`config.mk`:
```
export PLATFORM = sky130hd
export DESIGN_NAME = axis_frame_host
export DESIGN_NICKNAME = d
export VERILOG_FILES = /design/src/rtl/axis_frame_host.sv
export SDC_FILE = /design/constraint.sdc
export NUM_CORES = 1
export LEC_CHECK = 0
export CAP_MARGIN = 20
export CORE_ASPECT_RATIO = 0.5
export CORE_MARGIN = 5
export CORE_UTILIZATION = 30
export CTS_BUF_LIST = sky130_fd_sc_hd__clkbuf_4 sky130_fd_sc_hd__clkbuf_8
export CTS_CLUSTER_SIZE = 20
export DETAILED_ROUTE_END_ITERATION = 10
export HOLD_SLACK_MARGIN = 0.06
export PLACE_DENSITY_LB_ADDON = 0.15
export SLEW_MARGIN = 20
export SYNTH_ARGS = -nofsm -noshare
export SYNTH_HDL_FRONTEND = slang
export SYNTH_SLANG_ARGS = --single-unit
```
`constraint.sdc`:
```
create_clock -name clk -period 4.37 [get_ports clk]
set_input_delay 0.437 -clock clk [delete_from_list [all_inputs] [get_ports clk]]
set_output_delay 0.437 -clock clk [all_outputs]
set_load 0.05 [all_outputs]
```
`src/rtl/axis_frame_host.sv`:
```
// axis_frame_host: host-side frame driver for the accelerator stream ports.
// Holds one TX frame in a register file, streams it out as an AXIS master,
// then captures the returned result frame as an AXIS slave.
// Optional: define AXIS_FRAME_HOST_ARGMAX_EN to add a running signed argmax
// over the received words and the class_idx output.
module axis_frame_host #(
    parameter int DATA_WIDTH   = 32,
    parameter int TX_NUM       = 8,
    parameter int RX_NUM       = 4,
    parameter int TX_ADR_WIDTH = 8,
    parameter int RX_ADR_WIDTH = 8
) (
    input  logic                    clk,
    input  logic                    rst,
    input  logic                    host_wr,
    input  logic [TX_ADR_WIDTH-1:0] host_wr_adr,
    input  logic [DATA_WIDTH-1:0]   host_wr_data,
    input  logic [RX_ADR_WIDTH-1:0] host_rd_adr,
    output logic [DATA_WIDTH-1:0]   host_rd_data,
    input  logic                    start,
    output logic                    busy,
    output logic                    done,
    output logic                    err_last,
    output logic [DATA_WIDTH-1:0]   m_data,
    output logic                    m_valid,
    output logic                    m_last,
    input  logic                    m_ready,
    input  logic [DATA_WIDTH-1:0]   s_data,
    input  logic                    s_valid,
    input  logic                    s_last,
`ifdef AXIS_FRAME_HOST_ARGMAX_EN
    output logic [$clog2(RX_NUM)-1:0] class_idx,
`endif
    output logic                    s_ready
);

    localparam int TX_CW = $clog2(TX_NUM);
    localparam int RX_CW = $clog2(RX_NUM);
    localparam logic [TX_CW-1:0] TX_LAST = TX_CW'(TX_NUM - 1);
    localparam logic [RX_CW-1:0] RX_LAST = RX_CW'(RX_NUM - 1);
    // one extra bit so TX_NUM/RX_NUM fit even when they equal 2**ADR_WIDTH
    localparam logic [TX_ADR_WIDTH:0] TX_LIM = (TX_ADR_WIDTH+1)'(TX_NUM);
    localparam logic [RX_ADR_WIDTH:0] RX_LIM = (RX_ADR_WIDTH+1)'(RX_NUM);

    typedef enum logic [1:0] {IDLE, SEND, RECV, DONE} state_t;

    state_t            state_q, state_d;
    logic [TX_CW-1:0]  tx_cnt_q, tx_cnt_d;
    logic [RX_CW-1:0]  rx_cnt_q, rx_cnt_d;
    logic              err_q, err_d;
    logic              busy_q, done_q, m_valid_q, m_last_q, s_ready_q;
    logic              rx_we;
    logic              rx_end;

    logic [DATA_WIDTH-1:0] frame_mem  [TX_NUM];
    logic [DATA_WIDTH-1:0] result_mem [RX_NUM];

`ifdef AXIS_FRAME_HOST_ARGMAX_EN
    logic signed [DATA_WIDTH-1:0] max_q, max_d;
    logic [RX_CW-1:0]             idx_q, idx_d, class_q, class_d;
`endif

    // next-state, counter and framing-error logic
    always_comb begin
        state_d  = state_q;
        tx_cnt_d = tx_cnt_q;
        rx_cnt_d = rx_cnt_q;
        err_d    = err_q;
        rx_we    = 1'b0;
        rx_end   = s_last || (rx_cnt_q == RX_LAST);
`ifdef AXIS_FRAME_HOST_ARGMAX_EN
        max_d    = max_q;
        idx_d    = idx_q;
        class_d  = class_q;
`endif
        case (state_q)
            IDLE: if (start) begin
                state_d  = SEND;
                tx_cnt_d = '0;
                rx_cnt_d = '0;
                err_d    = 1'b0;
`ifdef AXIS_FRAME_HOST_ARGMAX_EN
                class_d  = '0;
`endif
            end
            SEND: if (m_ready) begin
                if (tx_cnt_q == TX_LAST) begin
                    state_d  = RECV;
                    tx_cnt_d = '0;
                end else begin
                    tx_cnt_d = tx_cnt_q + 1'b1;
                end
            end
            RECV: if (s_valid) begin
                rx_we    = 1'b1;
                rx_cnt_d = rx_cnt_q + 1'b1;
`ifdef AXIS_FRAME_HOST_ARGMAX_EN
                // strict '>' keeps the lower index on ties
                if (rx_cnt_q == '0 || $signed(s_data) > max_q) begin
                    max_d = $signed(s_data);
                    idx_d = rx_cnt_q;
                end
`endif
                if (rx_end) begin
                    state_d = DONE;
                    // s_last must coincide exactly with the final slot
                    err_d   = s_last ^ (rx_cnt_q == RX_LAST);
`ifdef AXIS_FRAME_HOST_ARGMAX_EN
                    class_d = idx_d;
`endif
                end
            end
            DONE: state_d = IDLE;
            default: state_d = IDLE;
        endcase
    end

    // state and registered outputs; outputs derive from the next state so
    // they line up with the state they describe
    always_ff @(posedge clk or posedge rst) begin
        if (rst) begin
            state_q   <= IDLE;
            tx_cnt_q  <= '0;
            rx_cnt_q  <= '0;
            err_q     <= 1'b0;
            busy_q    <= 1'b0;
            done_q    <= 1'b0;
            m_valid_q <= 1'b0;
            m_last_q  <= 1'b0;
            s_ready_q <= 1'b0;
`ifdef AXIS_FRAME_HOST_ARGMAX_EN
            max_q     <= '0;
            idx_q     <= '0;
            class_q   <= '0;
`endif
        end else begin
            state_q   <= state_d;
            tx_cnt_q  <= tx_cnt_d;
            rx_cnt_q  <= rx_cnt_d;
            err_q     <= err_d;
            busy_q    <= (state_d != IDLE);
            done_q    <= (state_d == DONE);
            m_valid_q <= (state_d == SEND);
            m_last_q  <= (state_d == SEND) && (tx_cnt_d == TX_LAST);
            s_ready_q <= (state_d == RECV);
`ifdef AXIS_FRAME_HOST_ARGMAX_EN
            max_q     <= max_d;
            idx_q     <= idx_d;
            class_q   <= class_d;
`endif
        end
    end

    // frame memory: host writes are blocked while the frame is streaming
    always_ff @(posedge clk) begin
        if (host_wr && state_q != SEND && {1'b0, host_wr_adr} < TX_LIM)
            frame_mem[host_wr_adr[TX_CW-1:0]] <= host_wr_data;
    end

    // result buffer: captures each accepted slave word at rx_cnt
    always_ff @(posedge clk) begin
        if (rx_we)
            result_mem[rx_cnt_q] <= s_data;
    end

    assign host_rd_data = ({1'b0, host_rd_adr} < RX_LIM) ?
                          result_mem[host_rd_adr[RX_CW-1:0]] : '0;
    // frame memory is frozen during SEND, so m_data holds across stalls
    assign m_data   = frame_mem[tx_cnt_q];
    assign m_valid  = m_valid_q;
    assign m_last   = m_last_q;
    assign s_ready  = s_ready_q;
    assign busy     = busy_q;
    assign done     = done_q;
    assign err_last = err_q;
`ifdef AXIS_FRAME_HOST_ARGMAX_EN
    assign class_idx = class_q;
`endif

endmodule
```
==> impl_metrics.env, run 1 <==
export IMPL_cts_hold_buf=0
export IMPL_wl_per_cell_um=21.5
export IMPL_viasPerCell=4.52
export IMPL_clockBufferDepth=3
export IMPL_clk_latency_ns=0.62
export IMPL_wirelength_met1_mm=14.5
export IMPL_drv_slew=0
export IMPL_top_layer="met4"
export IMPL_synth_edf_count=384
export IMPL_arrival_ns=3.46
export IMPL_fp_dieW_um=331
export IMPL_cts_root_buf="clkbuf_8"
export IMPL_htree_levels=2
export IMPL_cts_buffers=60
export IMPL_setup_total_negative_slack_ns=0
export IMPL_syn_inst=667
export IMPL_cts_tree="built"
export IMPL_placed_area_um2=17900
export IMPL_path_delay_family="buffers and inverters"
export IMPL_register_area_um2=11900
export IMPL_fmax_mhz=257
export IMPL_final_common_cell="edfxtp_1"
export IMPL_hold_class="in -> async"
export IMPL_post_route_period_util_pct=89.1
export IMPL_synth_area_um2=15400
export IMPL_path_class="reg -> out"
export IMPL_final_cell_mix="edfxtp_1, clkdlybuf4s50_1, mux4_2, clkbuf_8, and3_1"
export IMPL_grt_antenna_before_repair=0
export IMPL_grt_pass1_wl_mm=51.1
export IMPL_syn_nets=761
export IMPL_dp_hpwl_mm=18.8
export IMPL_layout_drive_gt1_share_pct=27.0
export IMPL_status="finished, final reports clean"
export IMPL_port_buffer_count=156
export IMPL_setup_violations_final=0
export IMPL_dr_total_vias=7267
export IMPL_worstSetupEndpointType="output pin"
export IMPL_drt_total_wl_mm=34.5
export IMPL_tightest_slew_ns=1.05
export IMPL_diodes=0
export IMPL_std_cell_rows=58
export IMPL_die_area_um2=56300
export IMPL_synth_cell_types=36
export IMPL_ant_nets=0
export IMPL_pre_cts_slack_ns=1.01
export IMPL_setup_slack_ns=0.475
export IMPL_nNetsFinal=963
export IMPL_multi_input_area_um2=3380
export IMPL_synthFlopType="edfxtp_1"
export IMPL_finalClockSkew_ns=0.0257
export IMPL_ys_ff_latch=397
export IMPL_met3WireLength_mm=1.43
export IMPL_worst_path_max_fanout=38
export IMPL_finalHoldViolations=0
export IMPL_critPathLaunchType="flip-flop"
export IMPL_post_route_util_pct=37.8
export IMPL_core_area_um2=50500
export IMPL_syn2layout_area_growth_pct=23.7
export IMPL_synth_warning_count=0
export IMPL_p_per_area_nw_per_um2=521
export IMPL_cts_setup_buffers=0
export IMPL_maxCapViolCount=0
export IMPL_p_leak_nw=6.20
export IMPL_max_stage_delay_ns=0.85
export IMPL_grt_total_usage_pct=12.1
export IMPL_die_height_um=170
export IMPL_ctsResizeCount=0
export IMPL_ys_top_cells_by_area="edfxtp_1, mux4_2, mux2_4"
export IMPL_drc=0
export IMPL_synth_async_reset_ratio_pct=3.27
export IMPL_grt_max_degree=39
export IMPL_initial_core_util_pct=30.5
export IMPL_path_cells="buf_12 > mux4_1 > mux2_4 > clkdlybuf4s50_1"
export IMPL_overflow=0
export IMPL_fillers=4632
export IMPL_period_needed_ns=3.90
export IMPL_peakVddDrop_mv=0.249
export IMPL_wl_met2_mm=18.0
export IMPL_seq_area_frac_synth_pct=76.9
export IMPL_yosys_area_top_type_share_pct=74.8
export IMPL_timing_slew_headroom_pct=30.1
export IMPL_final_area_um2=19100
export IMPL_gp_congestion=0.666
export IMPL_path_clk_slew_ns=0.07
export IMPL_syn_avg_cell_area_um2=23.1
export IMPL_worst_path_buf_inv=2
export IMPL_clkSinkCount=397
export IMPL_num_io_pins=157
export IMPL_drt_iter0_drc=306
export IMPL_crit_slowest_cell="dfrtp_4"
export IMPL_cp_required_ns=3.93
export IMPL_yosysTopAreaCell="edfxtp_1"
export IMPL_rsz0062_at_grt="false"
export IMPL_grt_pass1_vias=8039
export IMPL_firstDrtPassIters=4
layout make-up:
| type | instances | share of cell area [%] |
|---|---|---|
| Inverter | 10 | 0.197 |
| Multi-Input combinational cell | 226 | 17.7 |
| Clock buffer | 82 | 5.23 |
| Clock inverter | 28 | 0.991 |
| Sequential cell | 397 | 62.2 |
| Timing Repair Buffer | 174 | 9.13 |
| Tap cell | 690 | 4.53 |
state kept, by name, indices dropped and copies added (netlist names):
signal      flops
busy            1
m_last          1
done            1
err_last        1
m_valid         1
tx_cnt_q        3
frame_mem     256
rx_cnt_q        2
state_q         2
s_ready         1
result_mem    128
metrics by stage:
step	std cells	power (mW)	hold WS, ns
final	1607	9.94	0.179
after global routing	1607	10.4	0.193
after CTS	1607	10.2	0.145
after detailed placement	1497	7.06	0.531
after global placement	1497	7.04	0.521
after floorplan	667	6.32	0.314
synthesized netlist by cell type (2+ instances only):
cell type and count:
nand2_1 6, nand2b_1 5, buf_1 2, nor3_1 3, clkbuf_1 14, nor4_1 2
and3_1 35, mux2i_1 2, buf_12 4, o21bai_1 2, a21oi_1 2, mux4_1 12
dfrtp_1 13, buf_2 12, mux2_2 7, a22o_1 3, mux4_2 84, a31oi_1 3
mux2_4 25, edfxtp_1 384, inv_1 10, ha_1 7, a21o_1 2, nor2_1 10
nor2b_1 7
kinds of logic (layout without fill, tap and decap cells):
logic type / count (synthesis) / in the layout / synth area share, %
fa+ha+maj: 7 / 7 / 0.568
compound gates: 16 / 16 / 0.755
mux: 130 / 130 / 17.4
simple gates: 73 / 73 / 2.72
buf+inv: 44 / 294 / 1.66
flops: 397 / 397 / 76.9
routing by layer:
layer,global-route usage [%],vias to the layer above
li1,-,3220
met3,2.79,55
met4,2.84,0
met5,0,-
met2,21.6,127
met1,15.1,3865
power by group:
group          switching [mW]  leakage, nW  internal [mW]
logic                    1.29         1.96           1.19
clock network            1.44        0.628           1.60
registers               0.220         3.61           4.20
total                    2.94         6.20           7.00
path summary, 6_finish.rpt:
path	startpoint	to	slack, ns	depth (start not counted)
max	tx_cnt_q[0]	m_data[1]	0.47	4
min	rst	tx_cnt_q[1]	0.18	2
max reg2reg	tx_cnt_q[0]	m_last	1.72	6
min reg2reg	err_last	err_last	0.54	2
max in group asynchronous	rst	tx_cnt_q[0]	3.75	2
min in group clk	s_data[2]	result_mem[0][2]	0.46	1
(Power assumes the default switching activity.)
==> run 2: changes to the inputs <==
ABC_CLOCK_PERIOD_IN_PS = 4370   (was default)
CORE_UTILIZATION = 42   (was 30)
==> run 2 against run 1 <==
Compared with the run above: first-iteration DRC count grew 54%; flip-flop and latch count is the same; die area shrank 27%; via count shrank 0.63%; count of clock-buffer cells in the layout is the same; non-clock buffer count shrank 1; power shrank 2.4%; critical path depth is the same; register-to-register slack gained 0.28 ns; critical path type unchanged; critical endpoint is now m_data[13]; largest cell class unchanged; largest power group unchanged.
==> impl_metrics.env, run 2 (synthesized netlist as in run 1, its figures left out) <==
export IMPL_status="finished, final reports clean"
export IMPL_cts_tree="built"
export IMPL_initial_core_util_pct=42.8
export IMPL_fmax_mhz=256
export IMPL_die_height_um=145
export IMPL_arrival_ns=3.47
export IMPL_setup_violations_final=0
export IMPL_grt_pass1_vias=7920
export IMPL_num_io_pins=157
export IMPL_clkSinkCount=397
export IMPL_nNetsFinal=959
export IMPL_multi_input_area_um2=3380
export IMPL_hold_slack_ns=0.188
export IMPL_ctsResizeCount=0
export IMPL_max_stage_delay_ns=0.85
export IMPL_post_route_period_util_pct=89.3
export IMPL_worst_path_max_fanout=36
export IMPL_wl_per_cell_um=22.3
export IMPL_grt_total_usage_pct=15.1
export IMPL_path_class="reg -> out"
export IMPL_cts_setup_buffers=0
export IMPL_worst_path_buf_inv=2
export IMPL_p_per_area_nw_per_um2=519
export IMPL_worstSetupEndpointType="output pin"
export IMPL_drv_slew=0
export IMPL_overflow=0
export IMPL_core_area_um2=36000
export IMPL_std_cell_rows=49
export IMPL_period_needed_ns=3.90
export IMPL_fillers=2867
export IMPL_drt_iter0_drc=471
export IMPL_cts_buffers=57
export IMPL_setup_total_negative_slack_ns=0
export IMPL_grt_antenna_before_repair=0
export IMPL_crit_slowest_cell="dfrtp_4"
export IMPL_finalClockSkew_ns=0.0195
export IMPL_path_clk_slew_ns=0.06
export IMPL_dr_total_vias=7221
export IMPL_p_leak_nw=6.15
export IMPL_finalHoldViolations=0
export IMPL_layout_drive_gt1_share_pct=26.9
export IMPL_htree_levels=2
export IMPL_die_area_um2=40900
export IMPL_grt_max_degree=37
export IMPL_timing_slew_headroom_pct=37.7
export IMPL_firstDrtPassIters=4
export IMPL_path_delay_family="buffers and inverters"
export IMPL_clockBufferDepth=3
export IMPL_peakVddDrop_mv=0.215
export IMPL_diodes=0
export IMPL_cp_required_ns=3.93
export IMPL_clk_latency_ns=0.60
export IMPL_drt_total_wl_mm=31.1
export IMPL_pre_cts_slack_ns=1.02
export IMPL_ant_nets=0
export IMPL_final_cell_mix="edfxtp_1, clkdlybuf4s50_1, mux4_2, clkbuf_8, and3_1"
export IMPL_register_area_um2=11900
export IMPL_tightest_slew_ns=0.935
export IMPL_final_common_cell="edfxtp_1"
export IMPL_syn2layout_area_growth_pct=21.3
export IMPL_gp_congestion=0.677
export IMPL_grt_pass1_wl_mm=47.5
export IMPL_port_buffer_count=156
export IMPL_hold_class="in -> async"
export IMPL_cts_hold_buf=0
export IMPL_drc=0
export IMPL_path_cells="buf_4 > mux4_1 > mux2_4 > clkdlybuf4s50_1"
export IMPL_dp_hpwl_mm=17.0
export IMPL_maxCapViolCount=0
export IMPL_cts_root_buf="clkbuf_8"
export IMPL_setup_slack_ns=0.466
export IMPL_rsz0062_at_grt="false"
export IMPL_largest_register_ffs=256
export IMPL_viasPerCell=5.19
export IMPL_critPathLaunchType="flip-flop"
export IMPL_fp_dieW_um=281
==> run 2: power by group <==
group / internal (mW) / switching, mW / total (mW)
logic: 1.20 / 1.26 / 2.46
registers: 4.20 / 0.212 / 4.41
clock network: 1.49 / 1.33 / 2.83
==> run 2: through the flow <==
step | cells | power (mW) | area (um2) | util [%]
after floorplan | 667 | 6.32 | 15400 | -
after global placement | 1289 | 6.98 | 17600 | 48.8
after detailed placement | 1290 | 7.00 | 17600 | 48.9
after CTS | 1390 | 9.87 | 18700 | 51.9
after global routing | 1390 | 10.1 | 18700 | 51.9
final | 1390 | 9.70 | 18700 | 51.9
==> run 2: final timing paths <==
path	start	to	slack, ns	cells after the start
worst max register to register	tx_cnt_q[0]	m_last	2.00	5
worst min register to register	err_last	err_last	0.53	2
worst min-delay path	rst	s_ready	0.19	2
worst max-delay path	tx_cnt_q[0]	m_data[13]	0.47	4
max in group asynchronous	rst	tx_cnt_q[0]	3.80	2
min in group clk	s_data[3]	result_mem[0][3]	0.48	1
==> run 2: metal layers <==
| metal | vias to the layer above | routed length [um] | part of all wire, % | track usage (%) |
|---|---|---|---|---|
| met5 | - | 0 | 0 | 0 |
| met4 | 0 | 616 | 2.0 | 3.91 |
| met3 | 53 | 1370 | 4.4 | 3.45 |
| met2 | 153 | 15800 | 51 | 26.5 |
| met1 | 3802 | 13200 | 43 | 19.2 |
| li1 | 3213 | - | - | - |
==> run 2: cell type report <==
| type | instances | area share (%) |
|---|---|---|
| Timing Repair Buffer | 173 | 9.24 |
| Sequential cell | 397 | 63.4 |
| Inverter | 10 | 0.201 |
| Tap cell | 484 | 3.24 |
| Clock buffer | 82 | 5.23 |
| Multi-Input combinational cell | 226 | 18.1 |
| Clock inverter | 18 | 0.602 |
==> run 3: changes to the inputs <==
GPL_ROUTABILITY_DRIVEN = 1   (was default)
==> results of run 3 <==
The final DEF is identical to that of run 2; final timing and power are the same.
